### src/rtl/laser_job_ctrl_if.sv
// Host-side streams of laser_job_ctrl: point beats in, circle-centre results out.
interface laser_job_ctrl_if;
  logic       IN_VALID;
  logic       IN_READY;
  logic [3:0] IN_X;
  logic [3:0] IN_Y;
  logic       OUT_VALID;
  logic       OUT_READY;
  logic [3:0] OUT_C1X;
  logic [3:0] OUT_C1Y;
  logic [3:0] OUT_C2X;
  logic [3:0] OUT_C2Y;
  logic       OUT_ERR;

  modport master (
    output IN_VALID, IN_X, IN_Y, OUT_READY,
    input  IN_READY, OUT_VALID, OUT_C1X, OUT_C1Y, OUT_C2X, OUT_C2Y, OUT_ERR
  );

  modport slave (
    input  IN_VALID, IN_X, IN_Y, OUT_READY,
    output IN_READY, OUT_VALID, OUT_C1X, OUT_C1Y, OUT_C2X, OUT_C2Y, OUT_ERR
  );
endinterface

### src/rtl/laser_job_ctrl.sv
// Job sequencer for the LASER two-circle engine: one-job point buffer, engine kick/feed, result handshake.
// Defining LASER_CTRL_WDOG_EN adds a watchdog that ends a hung search with OUT_ERR=1.
//
// state  | meaning
// IDLE   | engine held in reset, waiting for a full buffer
// KICK   | single reset cycle before feeding, rd_ptr cleared
// FEED   | one buffered point per cycle to the engine
// WAIT   | engine searching, waiting for ENG_DONE (or watchdog)
// RESULT | centres offered to host, engine back in reset
module laser_job_ctrl #(
  parameter int NPTS = 40,
  parameter int TO_W = 16
) (
  input  logic            CLK,
  input  logic            RST,
  laser_job_ctrl_if.slave host,
  output logic            ENG_RST,
  output logic [3:0]      ENG_X,
  output logic [3:0]      ENG_Y,
  input  logic            ENG_DONE,
  input  logic [3:0]      ENG_C1X,
  input  logic [3:0]      ENG_C1Y,
  input  logic [3:0]      ENG_C2X,
  input  logic [3:0]      ENG_C2Y
);
  typedef enum logic [2:0] {IDLE, KICK, FEED, WAIT, RESULT} state_t;

  localparam logic [5:0] LAST = 6'(NPTS - 1);

  state_t     state, state_nxt;
  logic [7:0] buf_mem [NPTS];
  logic [5:0] wr_ptr;
  logic [5:0] rd_ptr;
  logic       buf_full;
  logic       accept;
  logic       wd_tc;

  assign accept        = host.IN_VALID && !buf_full;
  assign host.IN_READY = !buf_full;

  always_ff @(posedge CLK) begin
    if (accept) buf_mem[wr_ptr] <= {host.IN_X, host.IN_Y};
  end

  // Filling runs independently of the FSM so the next job loads during WAIT/RESULT.
  always_ff @(posedge CLK) begin
    if (RST) begin
      wr_ptr   <= '0;
      buf_full <= 1'b0;
    end else begin
      if (accept) begin
        if (wr_ptr == LAST) begin
          wr_ptr   <= '0;
          buf_full <= 1'b1;
        end else begin
          wr_ptr <= wr_ptr + 6'd1;
        end
      end
      if (state == FEED && rd_ptr == LAST) buf_full <= 1'b0;
    end
  end

  always_ff @(posedge CLK) begin
    if (RST) begin
      state  <= IDLE;
      rd_ptr <= '0;
    end else begin
      state <= state_nxt;
      if (state == KICK)      rd_ptr <= '0;
      else if (state == FEED) rd_ptr <= rd_ptr + 6'd1;
    end
  end

  always_comb begin
    state_nxt      = state;
    ENG_RST        = 1'b1;
    ENG_X          = 4'd0;
    ENG_Y          = 4'd0;
    host.OUT_VALID = 1'b0;
    case (state)
      IDLE:   if (buf_full) state_nxt = KICK;
      KICK:   state_nxt = FEED;
      FEED: begin
        ENG_RST        = 1'b0;
        {ENG_X, ENG_Y} = buf_mem[rd_ptr];
        if (rd_ptr == LAST) state_nxt = WAIT;
      end
      WAIT: begin
        ENG_RST = 1'b0;
        if (ENG_DONE || wd_tc) state_nxt = RESULT;
      end
      RESULT: begin
        host.OUT_VALID = 1'b1;
        if (host.OUT_READY) state_nxt = IDLE;
      end
      default: state_nxt = IDLE;
    endcase
  end

  // ENG_DONE has priority over a simultaneous watchdog terminal count.
  always_ff @(posedge CLK) begin
    if (RST) begin
      host.OUT_C1X <= '0;
      host.OUT_C1Y <= '0;
      host.OUT_C2X <= '0;
      host.OUT_C2Y <= '0;
    end else if (state == WAIT && ENG_DONE) begin
      host.OUT_C1X <= ENG_C1X;
      host.OUT_C1Y <= ENG_C1Y;
      host.OUT_C2X <= ENG_C2X;
      host.OUT_C2Y <= ENG_C2Y;
    end else if (wd_tc) begin
      host.OUT_C1X <= '0;
      host.OUT_C1Y <= '0;
      host.OUT_C2X <= '0;
      host.OUT_C2Y <= '0;
    end
  end

`ifdef LASER_CTRL_WDOG_EN
  localparam logic [TO_W-1:0] WD_LAST = {{(TO_W-1){1'b1}}, 1'b0};

  logic [TO_W-1:0] wd_cnt;

  // Counter holds the number of completed WAIT cycles; the cycle that would reach all-ones times out.
  always_ff @(posedge CLK) begin
    if (RST || state != WAIT) wd_cnt <= '0;
    else                      wd_cnt <= wd_cnt + TO_W'(1);
  end

  assign wd_tc = (state == WAIT) && (wd_cnt == WD_LAST);

  always_ff @(posedge CLK) begin
    if (RST)                          host.OUT_ERR <= 1'b0;
    else if (state == WAIT && ENG_DONE) host.OUT_ERR <= 1'b0;
    else if (wd_tc)                   host.OUT_ERR <= 1'b1;
  end
`else
  assign wd_tc = 1'b0;
  // TO_W only sizes the watchdog; this constant-0 form keeps the parameter referenced.
  assign host.OUT_ERR = (TO_W < 1);
`endif
endmodule

### src/flat_wrapper.sv
// flat-port wrapper written by rule: the top's interface ports become plain ports
module laser_job_ctrl_flat 
#(
  parameter int NPTS = 40,
  parameter int TO_W = 16
)
  (CLK, RST, ENG_RST, ENG_X, ENG_Y, ENG_DONE, ENG_C1X, ENG_C1Y, ENG_C2X, ENG_C2Y, host_IN_VALID, host_IN_X, host_IN_Y, host_OUT_READY, host_IN_READY, host_OUT_VALID, host_OUT_C1X, host_OUT_C1Y, host_OUT_C2X, host_OUT_C2Y, host_OUT_ERR);
  laser_job_ctrl_if host_i ();
  input  logic CLK;
  input  logic RST;
  output logic ENG_RST;
  output logic [3:0] ENG_X;
  output logic [3:0] ENG_Y;
  input  logic ENG_DONE;
  input  logic [3:0] ENG_C1X;
  input  logic [3:0] ENG_C1Y;
  input  logic [3:0] ENG_C2X;
  input  logic [3:0] ENG_C2Y;
  input wire logic [$bits(host_i.IN_VALID)-1:0] host_IN_VALID;
  input wire logic [$bits(host_i.IN_X)-1:0] host_IN_X;
  input wire logic [$bits(host_i.IN_Y)-1:0] host_IN_Y;
  input wire logic [$bits(host_i.OUT_READY)-1:0] host_OUT_READY;
  output wire logic [$bits(host_i.IN_READY)-1:0] host_IN_READY;
  output wire logic [$bits(host_i.OUT_VALID)-1:0] host_OUT_VALID;
  output wire logic [$bits(host_i.OUT_C1X)-1:0] host_OUT_C1X;
  output wire logic [$bits(host_i.OUT_C1Y)-1:0] host_OUT_C1Y;
  output wire logic [$bits(host_i.OUT_C2X)-1:0] host_OUT_C2X;
  output wire logic [$bits(host_i.OUT_C2Y)-1:0] host_OUT_C2Y;
  output wire logic [$bits(host_i.OUT_ERR)-1:0] host_OUT_ERR;
  assign host_i.IN_VALID = host_IN_VALID;
  assign host_i.IN_X = host_IN_X;
  assign host_i.IN_Y = host_IN_Y;
  assign host_i.OUT_READY = host_OUT_READY;
  assign host_IN_READY = host_i.IN_READY;
  assign host_OUT_VALID = host_i.OUT_VALID;
  assign host_OUT_C1X = host_i.OUT_C1X;
  assign host_OUT_C1Y = host_i.OUT_C1Y;
  assign host_OUT_C2X = host_i.OUT_C2X;
  assign host_OUT_C2Y = host_i.OUT_C2Y;
  assign host_OUT_ERR = host_i.OUT_ERR;
  laser_job_ctrl #(.NPTS(NPTS), .TO_W(TO_W)) u_core (.CLK(CLK), .RST(RST), .host(host_i), .ENG_RST(ENG_RST), .ENG_X(ENG_X), .ENG_Y(ENG_Y), .ENG_DONE(ENG_DONE), .ENG_C1X(ENG_C1X), .ENG_C1Y(ENG_C1Y), .ENG_C2X(ENG_C2X), .ENG_C2Y(ENG_C2Y));
endmodule
### config.mk
export PLATFORM = sky130hd
export DESIGN_NAME = laser_job_ctrl_flat
export DESIGN_NICKNAME = d
export VERILOG_FILES = /design/src/rtl/laser_job_ctrl_if.sv /design/src/rtl/laser_job_ctrl.sv /design/src/flat_wrapper.sv
export SDC_FILE = /design/constraint.sdc
export NUM_CORES = 1
export LEC_CHECK = 0
export ABC_CLOCK_PERIOD_IN_PS = 4100
export CORE_ASPECT_RATIO = 0.6
export CORE_UTILIZATION = 48
export DETAILED_ROUTE_END_ITERATION = 10
export GPL_ROUTABILITY_DRIVEN = 0
export PLACE_DENSITY = 0.61
export RECOVER_POWER = 100
export SLEW_MARGIN = 0
export SYNTH_ARGS = -nofsm -noshare
export SYNTH_HDL_FRONTEND = slang
export SYNTH_SLANG_ARGS = --single-unit
### constraint.sdc
create_clock -name CLK -period 4.1 [get_ports CLK]
set_input_delay 1.23 -clock CLK [delete_from_list [all_inputs] [get_ports CLK]]
set_output_delay 1.23 -clock CLK [all_outputs]
set_load 0.05 [all_outputs]
==> impl_metrics.py <==
metrics = {
    "floorplanning": {
        "placement_rows": 48,
        "io_pins": 57,
        "die_height_um": 135,
        "core_area_um2": 28900,
        "initial_utilization_pct": 49.1,
        "dieArea_um2": 30200,
        "die_x_um": 224,
    },
    "worst_setup_path": {
        "cp_num_buf_inv": 3,
        "critical_path.startpoint_type": "flip-flop",
        "path_delay_family": "compound AO/OA/AOI/OAI gates",
        "worst_ep_arrival_time_ns": 2.81,
        "worst-r2r-setup-slack_ns": 1.59,
        "critPathKind": "flip-flop to output pin",
        "timing.critical_path.to_type": "output pin",
        "crit_path_max_fanout": 32,
        "worst_path_largest_cell_delay_ns": 0.49,
        "cell_by_cell_listing_of_the_critical_path": "and2_4 -> a22oi_1 -> clkbuf_4 -> a21oi_1 -> nor4_1 -> buf_4 -> o21a_1 -> buf_12",
        "critPathRequiredTime_ns": 2.87,
        "critical-path-slowest-cell": "sky130_fd_sc_hd__and2_4",
    },
    "final_layout": {
        "fill_cells": 2296,
        "fin_area_um2": 16400,
        "post_layout_nonfiller_instances": 1399,
        "final_nets": 1005,
        "most-common-layout-cells": "sky130_fd_sc_hd__edfxtp_1 (320), sky130_fd_sc_hd__mux2i_1 (138), sky130_fd_sc_hd__a22oi_1 (61)",
        "antenna_cells_inserted": 0,
        "flow.area_growth_from_synthesis_pct": 15.9,
        "most_frequent_standard_cell_in_the_layout_excluding_fill_and_tap_cells": "sky130_fd_sc_hd__edfxtp_1",
        "final_layout_size_suffix_gt1_share_pct": 10.6,
    },
    "synth": {
        "synthesis.area_um2": 14200,
        "synth_seq_area_share_pct": 73.2,
        "syn_area_per_cell_um2": 16.4,
        "ys.flop_type": "sky130_fd_sc_hd__edfxtp_1",
        "postSynthRegisterBits": 358,
        "syn-num-nets": 895,
        "synth_async_sr_flop_share_pct": 0,
        "ys_types": 45,
        "yosys_warnings": 0,
        "synth_edf_count": 320,
        "gate_count_of_the_mapped_netlist": 864,
    },
    "grt": {
        "grt_pass1_wl_um": 48700,
        "globalRouteTotalUtil_pct": 22.3,
        "met3_usage_pct": 5.40,
        "grt_start_max_net_pins": 41,
        "gr-usage-met1_pct": 36.1,
        "grt-ovfl-total": 0,
        "gr-usage-met2_pct": 29.6,
        "antenna_violations_before_repair": 0,
        "grt_most_used_layer": "met1",
        "first_global_vias": 7493,
    },
    "cts": {
        "cts-buffers-inserted": 34,
        "master_cell_of_the_clock_root_buffer": "sky130_fd_sc_hd__clkbuf_16",
        "cts_tree": "done",
        "cts_stage_hold_buffer_count": 0,
        "clock-sinks": 358,
        "buffer_levels_on_the_longest_clock_path": 3,
        "clkTransAtPathRegs_ns": 0.06,
        "post_cts_buffers": 0,
        "cts_max_level": 2,
        "clk_latency_ns": 0.53,
    },
    "placement": {
        "dpl-instance-area_um2": 15600,
        "placed_cells": 1338,
        "post-dp-hpwl_um": 20600,
        "portBuffers": 55,
    },
    "timing": {
        "rsz0062_at_grt": "no",
        "relSlewSlack_pct": -51.6,
        "drv_slew": 316,
        "final_hold_viol_count": 0,
        "achievable-frequency_mhz": 248,
        "fin_hold_ws_ns": 0.449,
        "skew_ns": 0.0157,
        "period_utilization_post_route_pct": 98.5,
        "final_period_demand_of_the_worst_path_ns": 4.04,
        "fin_setup_tns_ns": 0,
        "finalSetupViolCount": 0,
        "max_slew.worst_pin.slew_ns": 2.27,
    },
    "detailed_routing": {
        "via_per_inst": 5.55,
        "detail_route.first_pass.iterations": 5,
        "wl_per_cell_um": 23.2,
        "routed_wl_um": 32500,
        "drtIter0Drc": 930,
        "drtAntennaViolNets": 0,
        "via_count": 7763,
        "drc_errors": 0,
    },
    "outcome": {
        "run_status": "finished, violations left",
        "failed_checks": "capacitance limit, slew limit",
    },
    "power": {
        "leakage_nw": 4.95,
        "cellPowerDensity_nw_per_um2": 439,
        "max-vdd-ir-drop_mv": 0.229,
        "fin_total_pwr_mw": 7.20,
    },
    "hold_path": {
        "class_of_the_worst_hold_path": "flip-flop to flip-flop",
    },
    "flow_run": {
        "total_of_max_cap_violations": 8,
    },
}
sequential cells by signal (all words and copies together) (netlist names), named ones only:
name,count
u_core.buf_mem,320
u_core.rd_ptr,6
u_core.wr_ptr,6
u_core.host.OUT_C1X,4
u_core.host.OUT_C1Y,4
u_core.host.OUT_C2X,4
u_core.host.OUT_C2Y,4
u_core.state,3
u_core.buf_full,1
worst paths after layout:
check	to	start	depth (start not counted)
max reg2reg	u_core.buf_mem[31][6]$_DFFE_PP_	u_core.buf_full$_SDFFE_PP0P_	5
min	u_core.host.OUT_C1Y[2]$_SDFFE_PP0P_	u_core.host.OUT_C1Y[2]$_SDFFE_PP0P_	2
max	ENG_Y[0]	flip-flop	8
min reg2reg	u_core.host.OUT_C1Y[2]$_SDFFE_PP0P_	u_core.host.OUT_C1Y[2]$_SDFFE_PP0P_	2
routing by layer:
metal	vias up	routed length, µm
met2	286	13100
li1	3557	-
met3	38	2670
met4	0	461
met5	-	0
met1	3882	16300
report_power, final:
group / leakage (nW) / switching, mW / internal [mW]
registers: 3.19 / 0.00749 / 3.99
logic: 1.24 / 0.108 / 0.0485
clock network: 0.525 / 1.29 / 1.76
cell usage after synthesis, drive strengths merged, types with 2 or more instances:
cell type	n	area share (%)
nand4	3	0.13
o21a	8	0.42
edfxtp	320	68
or3	2	0.088
a22oi	64	3.5
nand3	4	0.18
mux2i	138	9.7
nand2b	4	0.18
inv	2	0.053
clkbuf	17	0.45
and2	4	0.19
xnor2	2	0.12
mux4	16	2.5
nor2	57	1.5
nor2b	7	0.36
nand2	48	1.3
a21oi	59	2.1
or2	3	0.13
nor4	9	0.40
buf	37	2.1
xor2	7	0.43
nor3b	2	0.19
dfxtp	38	5.4
and3	2	0.088
ha	2	0.18
area by class of cell:
type	instances	area (µm²)	area share, %
clock buffer	45	956	5.82
inverter	2	7.51	0.0457
timing repair buffer	128	1040	6.32
clock inverter	16	118	0.716
tap	400	500	3.05
sequential	358	10400	63.2
multi-input combinational	450	3430	20.9
repair_timing:
item / in CTS / in global routing
endpoints found under the hold margin: 0 / 0
endpoints found under the setup margin: 0 / 2
resized for setup: 0 / 3
metrics by stage:
| step | utilization (%) | worst slack (ns) |
|---|---|---|
| after floorplan | - | 1.10 |
| after global placement | 53.9 | 0.566 |
| after detailed placement | 53.9 | 0.595 |
| after CTS | 57.6 | 0.0220 |
| after global routing | 56.9 | 0.0157 |
| final | 56.9 | 0.0617 |
cells by family after synthesis:
logic type,after synthesis,share of synthesized area (%)
mux,154,12.3
other cells,1,0.0265
compound gates,135,6.23
fa+ha+maj,2,0.177
flops,358,73.2
buf+inv,56,2.61
simple gates,149,4.93
xor+xnor,9,0.556
worst min-delay path: cells and delay by family (launching register included):
family / cells / cell delay (ns)
AO/OA/AOI/OAI: 1 / 0.05
AND/OR/NAND/NOR: 1 / 0.05
flip-flops: 1 / 0.30
Power figures use the tool's default switching activity.
